## src/rtl/yuv422_fb_scanout_if.sv

```systemverilog
// Scan-out controller bundle: timing in, framebuffer read port, aligned video and status out.
interface yuv422_fb_scanout_if #(
  parameter int unsigned ADR_BITS = 20
);
  logic                enable_i;
  logic                de_i;
  logic                hsync_i;
  logic                vsync_i;
  logic [ADR_BITS-1:0] rd_addr_o;
  logic [15:0]         rd_d_i;
  logic [15:0]         pixel_o;
  logic                cb_phase_o;
  logic                de_o;
  logic                hsync_o;
  logic                vsync_o;
  logic                frame_done_o;
  logic                err_line_o;
  logic                err_frame_o;

  // Environment side: timing generator, framebuffer data, formatter
  modport master (
    output enable_i, de_i, hsync_i, vsync_i, rd_d_i,
    input  rd_addr_o, pixel_o, cb_phase_o, de_o, hsync_o, vsync_o,
           frame_done_o, err_line_o, err_frame_o
  );

  // Scan-out controller side
  modport slave (
    input  enable_i, de_i, hsync_i, vsync_i, rd_d_i,
    output rd_addr_o, pixel_o, cb_phase_o, de_o, hsync_o, vsync_o,
           frame_done_o, err_line_o, err_frame_o
  );
endinterface

```

## src/rtl/yuv422_fb_scanout.sv

```systemverilog
// YUV422 framebuffer scan-out: per-pixel read address generation, latency-matched
// sync/DE/pixel alignment, and malformed line/frame reporting.
module yuv422_fb_scanout #(
  parameter int unsigned H_ACTIVE   = 1280,
  parameter int unsigned V_ACTIVE   = 760,
  parameter int unsigned PIXELS     = H_ACTIVE * V_ACTIVE,
  parameter int unsigned RD_LATENCY = 2
) (
  input  logic               clk_i,
  input  logic               rst_i,
  yuv422_fb_scanout_if.slave bus
);
  localparam int unsigned ADR_BITS  = $clog2(PIXELS);
  // line_base must reach PIXELS itself once the frame is exhausted
  localparam int unsigned BASE_BITS = ADR_BITS + 1;
  // x/de counters must represent H_ACTIVE+1 to flag over-long lines
  localparam int unsigned X_BITS    = $clog2(H_ACTIVE + 2);
  localparam int unsigned Y_BITS    = $clog2(V_ACTIVE + 1);
  // delay-line stages ahead of the output register
  localparam int unsigned DLY       = RD_LATENCY + 1;

  localparam logic [15:0]          BLACK      = 16'h8010;
  localparam logic [X_BITS-1:0]    H_LIM      = X_BITS'(H_ACTIVE);
  localparam logic [X_BITS-1:0]    DE_CNT_MAX = X_BITS'(H_ACTIVE + 1);
  localparam logic [Y_BITS-1:0]    V_LIM      = Y_BITS'(V_ACTIVE);
  localparam logic [BASE_BITS-1:0] H_STEP     = BASE_BITS'(H_ACTIVE);

  typedef enum logic [0:0] {S_IDLE, S_ACTIVE} state_e;

  typedef struct packed {
    logic valid;
    logic cb;
    logic de;
    logic hs;
    logic vs;
  } tap_t;

  state_e               state_q, state_d;
  logic                 vs_prev_q, vs_prev_d;
  logic                 de_prev_q, de_prev_d;
  logic [X_BITS-1:0]    x_cnt_q, x_cnt_d;
  logic [X_BITS-1:0]    de_cnt_q, de_cnt_d;
  logic [Y_BITS-1:0]    y_cnt_q, y_cnt_d;
  logic                 y_over_q, y_over_d;
  logic [BASE_BITS-1:0] line_base_q, line_base_d;
  logic [ADR_BITS-1:0]  rd_addr_q, rd_addr_d;
  logic                 frame_done_q, frame_done_d;
  logic                 err_line_q, err_line_d;
  logic                 err_frame_q, err_frame_d;
  tap_t                 pipe_q [DLY];
  tap_t                 pipe_d [DLY];
  logic [15:0]          pixel_q, pixel_d;
  logic                 cb_q, cb_d;
  logic                 de_o_q, de_o_d;
  logic                 hs_q, hs_d;
  logic                 vs_q, vs_d;

  logic                 fs;
  logic                 de_fall;
  tap_t                 tap_new;

  // Scan FSM, pixel/line/frame counters, address generation and status pulses
  always_comb begin
    state_d      = state_q;
    vs_prev_d    = bus.vsync_i;
    de_prev_d    = bus.de_i;
    x_cnt_d      = x_cnt_q;
    de_cnt_d     = de_cnt_q;
    y_cnt_d      = y_cnt_q;
    y_over_d     = y_over_q;
    line_base_d  = line_base_q;
    rd_addr_d    = rd_addr_q;
    frame_done_d = 1'b0;
    err_line_d   = 1'b0;
    err_frame_d  = 1'b0;
    fs           = bus.vsync_i & ~vs_prev_q;
    de_fall      = ~bus.de_i & de_prev_q;
    tap_new      = '{valid: 1'b0, cb: 1'b1, de: bus.de_i, hs: bus.hsync_i, vs: bus.vsync_i};

    unique case (state_q)
      S_IDLE: begin
        x_cnt_d     = '0;
        de_cnt_d    = '0;
        y_cnt_d     = '0;
        y_over_d    = 1'b0;
        line_base_d = '0;
        rd_addr_d   = '0;
        if (fs && bus.enable_i) begin
          state_d = S_ACTIVE;
        end
      end
      S_ACTIVE: begin
        if (bus.de_i) begin
          if (de_cnt_q != DE_CNT_MAX) begin
            de_cnt_d = de_cnt_q + 1'b1;
          end
          if ((x_cnt_q < H_LIM) && (y_cnt_q < V_LIM)) begin
            rd_addr_d     = ADR_BITS'(line_base_q + BASE_BITS'(x_cnt_q));
            tap_new.valid = 1'b1;
            tap_new.cb    = ~x_cnt_q[0];
            x_cnt_d       = x_cnt_q + 1'b1;
          end
        end
        // Line close: short lines still advance by a full line to keep later lines aligned
        if (de_fall) begin
          err_line_d = (de_cnt_q != H_LIM);
          x_cnt_d    = '0;
          de_cnt_d   = '0;
          if (y_cnt_q < V_LIM) begin
            line_base_d = line_base_q + H_STEP;
            y_cnt_d     = y_cnt_q + 1'b1;
          end else begin
            // y_cnt saturates, so extra lines are remembered separately
            y_over_d = 1'b1;
          end
        end
        // Frame close sees the line-updated counters, then everything restarts
        if (fs) begin
          frame_done_d = 1'b1;
          err_frame_d  = (y_cnt_d != V_LIM) || y_over_d;
          x_cnt_d      = '0;
          de_cnt_d     = '0;
          y_cnt_d      = '0;
          y_over_d     = 1'b0;
          line_base_d  = '0;
          rd_addr_d    = '0;
          if (!bus.enable_i) begin
            state_d = S_IDLE;
          end
        end
      end
      default: state_d = S_IDLE;
    endcase
  end

  // Delay line matching the address register plus framebuffer read latency
  always_comb begin
    pipe_d[0] = tap_new;
    for (int unsigned i = 1; i < DLY; i++) begin
      pipe_d[i] = pipe_q[i-1];
    end
  end

  // Output stage: capture read data for valid pixels, black otherwise
  always_comb begin
    pixel_d = pipe_q[DLY-1].valid ? bus.rd_d_i : BLACK;
    cb_d    = pipe_q[DLY-1].valid ? pipe_q[DLY-1].cb : 1'b1;
    de_o_d  = pipe_q[DLY-1].de;
    hs_d    = pipe_q[DLY-1].hs;
    vs_d    = pipe_q[DLY-1].vs;
  end

  // State and datapath registers with synchronous reset
  always_ff @(posedge clk_i) begin
    if (rst_i) begin
      state_q      <= S_IDLE;
      vs_prev_q    <= 1'b0;
      de_prev_q    <= 1'b0;
      x_cnt_q      <= '0;
      de_cnt_q     <= '0;
      y_cnt_q      <= '0;
      y_over_q     <= 1'b0;
      line_base_q  <= '0;
      rd_addr_q    <= '0;
      frame_done_q <= 1'b0;
      err_line_q   <= 1'b0;
      err_frame_q  <= 1'b0;
      for (int unsigned i = 0; i < DLY; i++) begin
        pipe_q[i] <= '0;
      end
      pixel_q      <= BLACK;
      cb_q         <= 1'b1;
      de_o_q       <= 1'b0;
      hs_q         <= 1'b0;
      vs_q         <= 1'b0;
    end else begin
      state_q      <= state_d;
      vs_prev_q    <= vs_prev_d;
      de_prev_q    <= de_prev_d;
      x_cnt_q      <= x_cnt_d;
      de_cnt_q     <= de_cnt_d;
      y_cnt_q      <= y_cnt_d;
      y_over_q     <= y_over_d;
      line_base_q  <= line_base_d;
      rd_addr_q    <= rd_addr_d;
      frame_done_q <= frame_done_d;
      err_line_q   <= err_line_d;
      err_frame_q  <= err_frame_d;
      for (int unsigned i = 0; i < DLY; i++) begin
        pipe_q[i] <= pipe_d[i];
      end
      pixel_q      <= pixel_d;
      cb_q         <= cb_d;
      de_o_q       <= de_o_d;
      hs_q         <= hs_d;
      vs_q         <= vs_d;
    end
  end

  assign bus.rd_addr_o    = rd_addr_q;
  assign bus.pixel_o      = pixel_q;
  assign bus.cb_phase_o   = cb_q;
  assign bus.de_o         = de_o_q;
  assign bus.hsync_o      = hs_q;
  assign bus.vsync_o      = vs_q;
  assign bus.frame_done_o = frame_done_q;
  assign bus.err_line_o   = err_line_q;
  assign bus.err_frame_o  = err_frame_q;

endmodule

```

## src/flat_wrapper.sv

```systemverilog
// flat-port wrapper written by rule: the top's interface ports become plain ports
module yuv422_fb_scanout_flat 
#(
  parameter int unsigned H_ACTIVE   = 1280,
  parameter int unsigned V_ACTIVE   = 760,
  parameter int unsigned PIXELS     = H_ACTIVE * V_ACTIVE,
  parameter int unsigned RD_LATENCY = 2
)
  (clk_i, rst_i, bus_enable_i, bus_de_i, bus_hsync_i, bus_vsync_i, bus_rd_d_i, bus_rd_addr_o, bus_pixel_o, bus_cb_phase_o, bus_de_o, bus_hsync_o, bus_vsync_o, bus_frame_done_o, bus_err_line_o, bus_err_frame_o);
  yuv422_fb_scanout_if bus_i ();
  input  logic clk_i;
  input  logic rst_i;
  input wire logic [$bits(bus_i.enable_i)-1:0] bus_enable_i;
  input wire logic [$bits(bus_i.de_i)-1:0] bus_de_i;
  input wire logic [$bits(bus_i.hsync_i)-1:0] bus_hsync_i;
  input wire logic [$bits(bus_i.vsync_i)-1:0] bus_vsync_i;
  input wire logic [$bits(bus_i.rd_d_i)-1:0] bus_rd_d_i;
  output wire logic [$bits(bus_i.rd_addr_o)-1:0] bus_rd_addr_o;
  output wire logic [$bits(bus_i.pixel_o)-1:0] bus_pixel_o;
  output wire logic [$bits(bus_i.cb_phase_o)-1:0] bus_cb_phase_o;
  output wire logic [$bits(bus_i.de_o)-1:0] bus_de_o;
  output wire logic [$bits(bus_i.hsync_o)-1:0] bus_hsync_o;
  output wire logic [$bits(bus_i.vsync_o)-1:0] bus_vsync_o;
  output wire logic [$bits(bus_i.frame_done_o)-1:0] bus_frame_done_o;
  output wire logic [$bits(bus_i.err_line_o)-1:0] bus_err_line_o;
  output wire logic [$bits(bus_i.err_frame_o)-1:0] bus_err_frame_o;
  assign bus_i.enable_i = bus_enable_i;
  assign bus_i.de_i = bus_de_i;
  assign bus_i.hsync_i = bus_hsync_i;
  assign bus_i.vsync_i = bus_vsync_i;
  assign bus_i.rd_d_i = bus_rd_d_i;
  assign bus_rd_addr_o = bus_i.rd_addr_o;
  assign bus_pixel_o = bus_i.pixel_o;
  assign bus_cb_phase_o = bus_i.cb_phase_o;
  assign bus_de_o = bus_i.de_o;
  assign bus_hsync_o = bus_i.hsync_o;
  assign bus_vsync_o = bus_i.vsync_o;
  assign bus_frame_done_o = bus_i.frame_done_o;
  assign bus_err_line_o = bus_i.err_line_o;
  assign bus_err_frame_o = bus_i.err_frame_o;
  yuv422_fb_scanout #(.H_ACTIVE(H_ACTIVE), .V_ACTIVE(V_ACTIVE), .PIXELS(PIXELS), .RD_LATENCY(RD_LATENCY)) u_core (.clk_i(clk_i), .rst_i(rst_i), .bus(bus_i));
endmodule
```

## config.mk

```make
export PLATFORM = sky130hd
export DESIGN_NAME = yuv422_fb_scanout_flat
export DESIGN_NICKNAME = d
export VERILOG_FILES = /design/src/rtl/yuv422_fb_scanout_if.sv /design/src/rtl/yuv422_fb_scanout.sv /design/src/flat_wrapper.sv
export SDC_FILE = /design/constraint.sdc
export NUM_CORES = 1
export LEC_CHECK = 0
export CORE_ASPECT_RATIO = 1.1
export CORE_UTILIZATION = 50
export CTS_CLUSTER_DIAMETER = 30
export DETAILED_ROUTE_END_ITERATION = 8
export PLACE_DENSITY = 0.82
export SYNTH_ARGS = -nofsm -noshare
export SYNTH_HDL_FRONTEND = slang
export SYNTH_SLANG_ARGS = --single-unit
export TNS_END_PERCENT = 20
```

## constraint.sdc

```tcl
create_clock -name clk_i -period 2.07 [get_ports clk_i]
set_input_delay 0.3105 -clock clk_i [delete_from_list [all_inputs] [get_ports clk_i]]
set_output_delay 0.3105 -clock clk_i [all_outputs]
set_load 0.005 [all_outputs]
```

==> out/metrics.cfg <==
[status]
status=complete, no violations

[routing]
detail-route-antenna-nets=0
drtPass1Iterations=4
drt_drc_violations_left=0
vias=3191
finalWirelength_um=8175
initialDrtViolationCount=105
wl_per_cell_um=13.10
avgViaCountPerCell=5.114

[sta]
worstMarginPinSlew_ps=409.6
max_freq_mhz=509.9
min_period_over_period=0.9475
relSlewSlack=0.7269
slew_violations=0
rsz0062_at_grt=false
setup_viol=0
finalCriticalPeriod_ps=1961
fin_skew_ps=11.09
hold_violations=0
fin_ws_ps=108.7

[synthesis]
avgSynthCellArea_sq_um=9.492
ys_types=46
synthFlopType=dfxtp_1
yosysMostFrequentCell=dfxtp_1
syn_nets=464
ys_ff_latch=104
synth_cells=433
yosysSeqAreaShare=0.5065
yosys.area.top_type=dfxtp_1
async_reset_ff_frac=0
syn-cell-area_sq_um=4110
synth_edf_count=0
synth_top_area_frac=0.5065
ys_warn_count=0
synth_area_leaders=dfxtp_1 51%, nor2_1 6.8%, xor2_1 5.8%
yosys-top-cells-count=104 x dfxtp_1, 74 x nor2_1, 27 x xor2_1

[final_layout]
area_growth_syn_to_layout_pct=27.25
final_area_sq_um=5230
finalNetCount=542
nFillCells=628
drive_above_1_share=0.07946
diodes=0

[floorplan]
die_x_um=88.45
core-area_sq_um=7955
die_h_um=97.09
rows=34
design.portCount=65
initial_utilization=0.5167
die-area_sq_um=8587

[setup_path]
r2r_cells=6
critPathMaxFanout=12
startpoint_type=flop
timing.rr.end=u_core.x_cnt_q[1]
cp_slowest_cell=dfxtp_1
r2r_start=u_core.y_cnt_q[5]
crit_required_ps=2360
crit_type=reg -> reg
ff2ff_setup_slack_ps=110
path_cells=and4_4 -> a21oi_2 -> o211a_4 -> or2_4 -> or3b_1 -> a21oi_1
max_stage_delay_ps=480
end_kind=flop
cp.arrival_ps=2250

[placement]
dp_slack_ps=-102.1
routabilityCongestion=0.9372
dp_hpwl_um=5816
io_buffers=64
place_area_sq_um=5009

[global_routing]
grt_pass1_wl_um=13620
grt_max_degree=43
grt_overflow_total=0
grt_pass1_vias=3078
track_usage=0.2021
antenna_found_initial=0

[cts]
clock_path_buffers=2
postCtsHoldBufs=0
clk_latency_ps=360
postCtsSetupBuffers=0
cts_tree=done
h-tree-depth=3
cts-root-buf=clkbuf_8
clkTransAtPathRegs_ps=90
cts_resized=0
cts_buffers=9
clock-sinks=104

[power_and_ir_drop]
power_density_nw_per_um2=677.3
peakVddDrop_v=0.0003663
power_mw=3.542
leakage_nw=1.890

[worst_hold_path]
hold_path.class=reg -> reg
worstHoldPathCells=1
min_to=u_core.bus.cb_phase_o
worstHoldStart=u_core.pipe_q[0][13]

[job]
cap_violations=0

layout by cell type, fill, tap and decap left out, types with 2 or more instances in the layout:
master,n
a211oi_1,10
a21oi_1,11
a311oi_1,3
a31oi_1,2
and2_1,14
and3_1,5
and4_1,3
buf_12,3
buf_4,19
bufinv_16,2
clkbuf_8,9
clkdlybuf4s50_1,64
clkinv_4,3
dfxtp_1,104
ha_1,9
inv_1,5
mux2i_1,16
nand2_1,24
nand2b_1,7
nand3_1,11
nand3b_1,2
nand4_1,10
nor2_1,74
nor2b_1,22
nor3_1,6
o21ai_0,10
o311a_1,2
xnor2_1,17
xor2_1,27
per-stage QoR:
stage               instances  hold WS [ps]  setup TNS (ps)    util
CTS                       624         426.3               0  0.6574
global route              624         447.6               0  0.6574
floorplan                 433         386.3               0       -
detailed placement        608         390.9          -116.0  0.6296
global placement          608         390.9          -33.68  0.6296
finish                    624         421.7               0  0.6574
power by group:
part | internal [mW] | switching (mW)
combinational | 0.0872 | 0.0679
sequential | 2.02 | 0.00750
clock | 0.688 | 0.676
total | 2.79 | 0.751
worst max-delay path, delay by kind of cell, from the launching register on:
kind | cells | cell delay [ps]
simple gates | 3 | 890
compound gates | 3 | 500
flops | 1 | 480
layout make-up:
| class | instances | area [sq um] | area share |
|---|---|---|---|
| repair buffers | 86 | 843.3 | 0.1612 |
| flip-flops and latches | 104 | 2082 | 0.3981 |
| multi-input cells | 305 | 1929 | 0.3689 |
| clock inverters | 6 | 93.84 | 0.01794 |
| inverters | 5 | 18.77 | 0.003589 |
| well taps | 108 | 135.1 | 0.02584 |
| clock buffers | 10 | 127.6 | 0.02440 |
worst max-delay path by stage:
stage               slack [ps]             startpoint  cells after the start                       end
finish                     110      u_core.y_cnt_q[5]                      6         u_core.x_cnt_q[1]
global route                30      u_core.y_cnt_q[5]                      6         u_core.x_cnt_q[1]
CTS                        110      u_core.y_cnt_q[5]                      6         u_core.x_cnt_q[1]
detailed placement        -100               bus_de_i                      8    u_core.bus.err_frame_o
global placement           -30               bus_de_i                      7    u_core.bus.err_frame_o
floorplan                  270  u_core.line_base_q[9]                      7  u_core.bus.rd_addr_o[19]
cells by family after synthesis:
family / after synthesis / synth area share
xor gates and xnor gates: 44 / 0.09376
AOI/OAI and AO/OA: 49 / 0.08159
DFF: 104 / 0.5065
adders and majority gates: 9 / 0.02740
muxes: 16 / 0.03896
buffers and inverters: 24 / 0.02405
and+or+nand+nor: 187 / 0.2277
layer usage:
metal,wire [um],GRT usage,up-vias
li1,-,-,1619
met1,3687,0.2422,1477
met2,3916,0.3426,81
met3,415,0.04758,14
met4,156,0.08065,0
met5,0,0,-
state kept, by name, indices dropped and copies added, names as in the netlist, 10 cells and up:
register / cells
u_core.bus.rd_addr_o: 20
u_core.bus.pixel_o: 16
u_core.pipe_q: 15
u_core.line_base_q: 12
u_core.de_cnt_q: 11
u_core.x_cnt_q: 11
u_core.y_cnt_q: 10
Power figures use the tool's default switching activity.
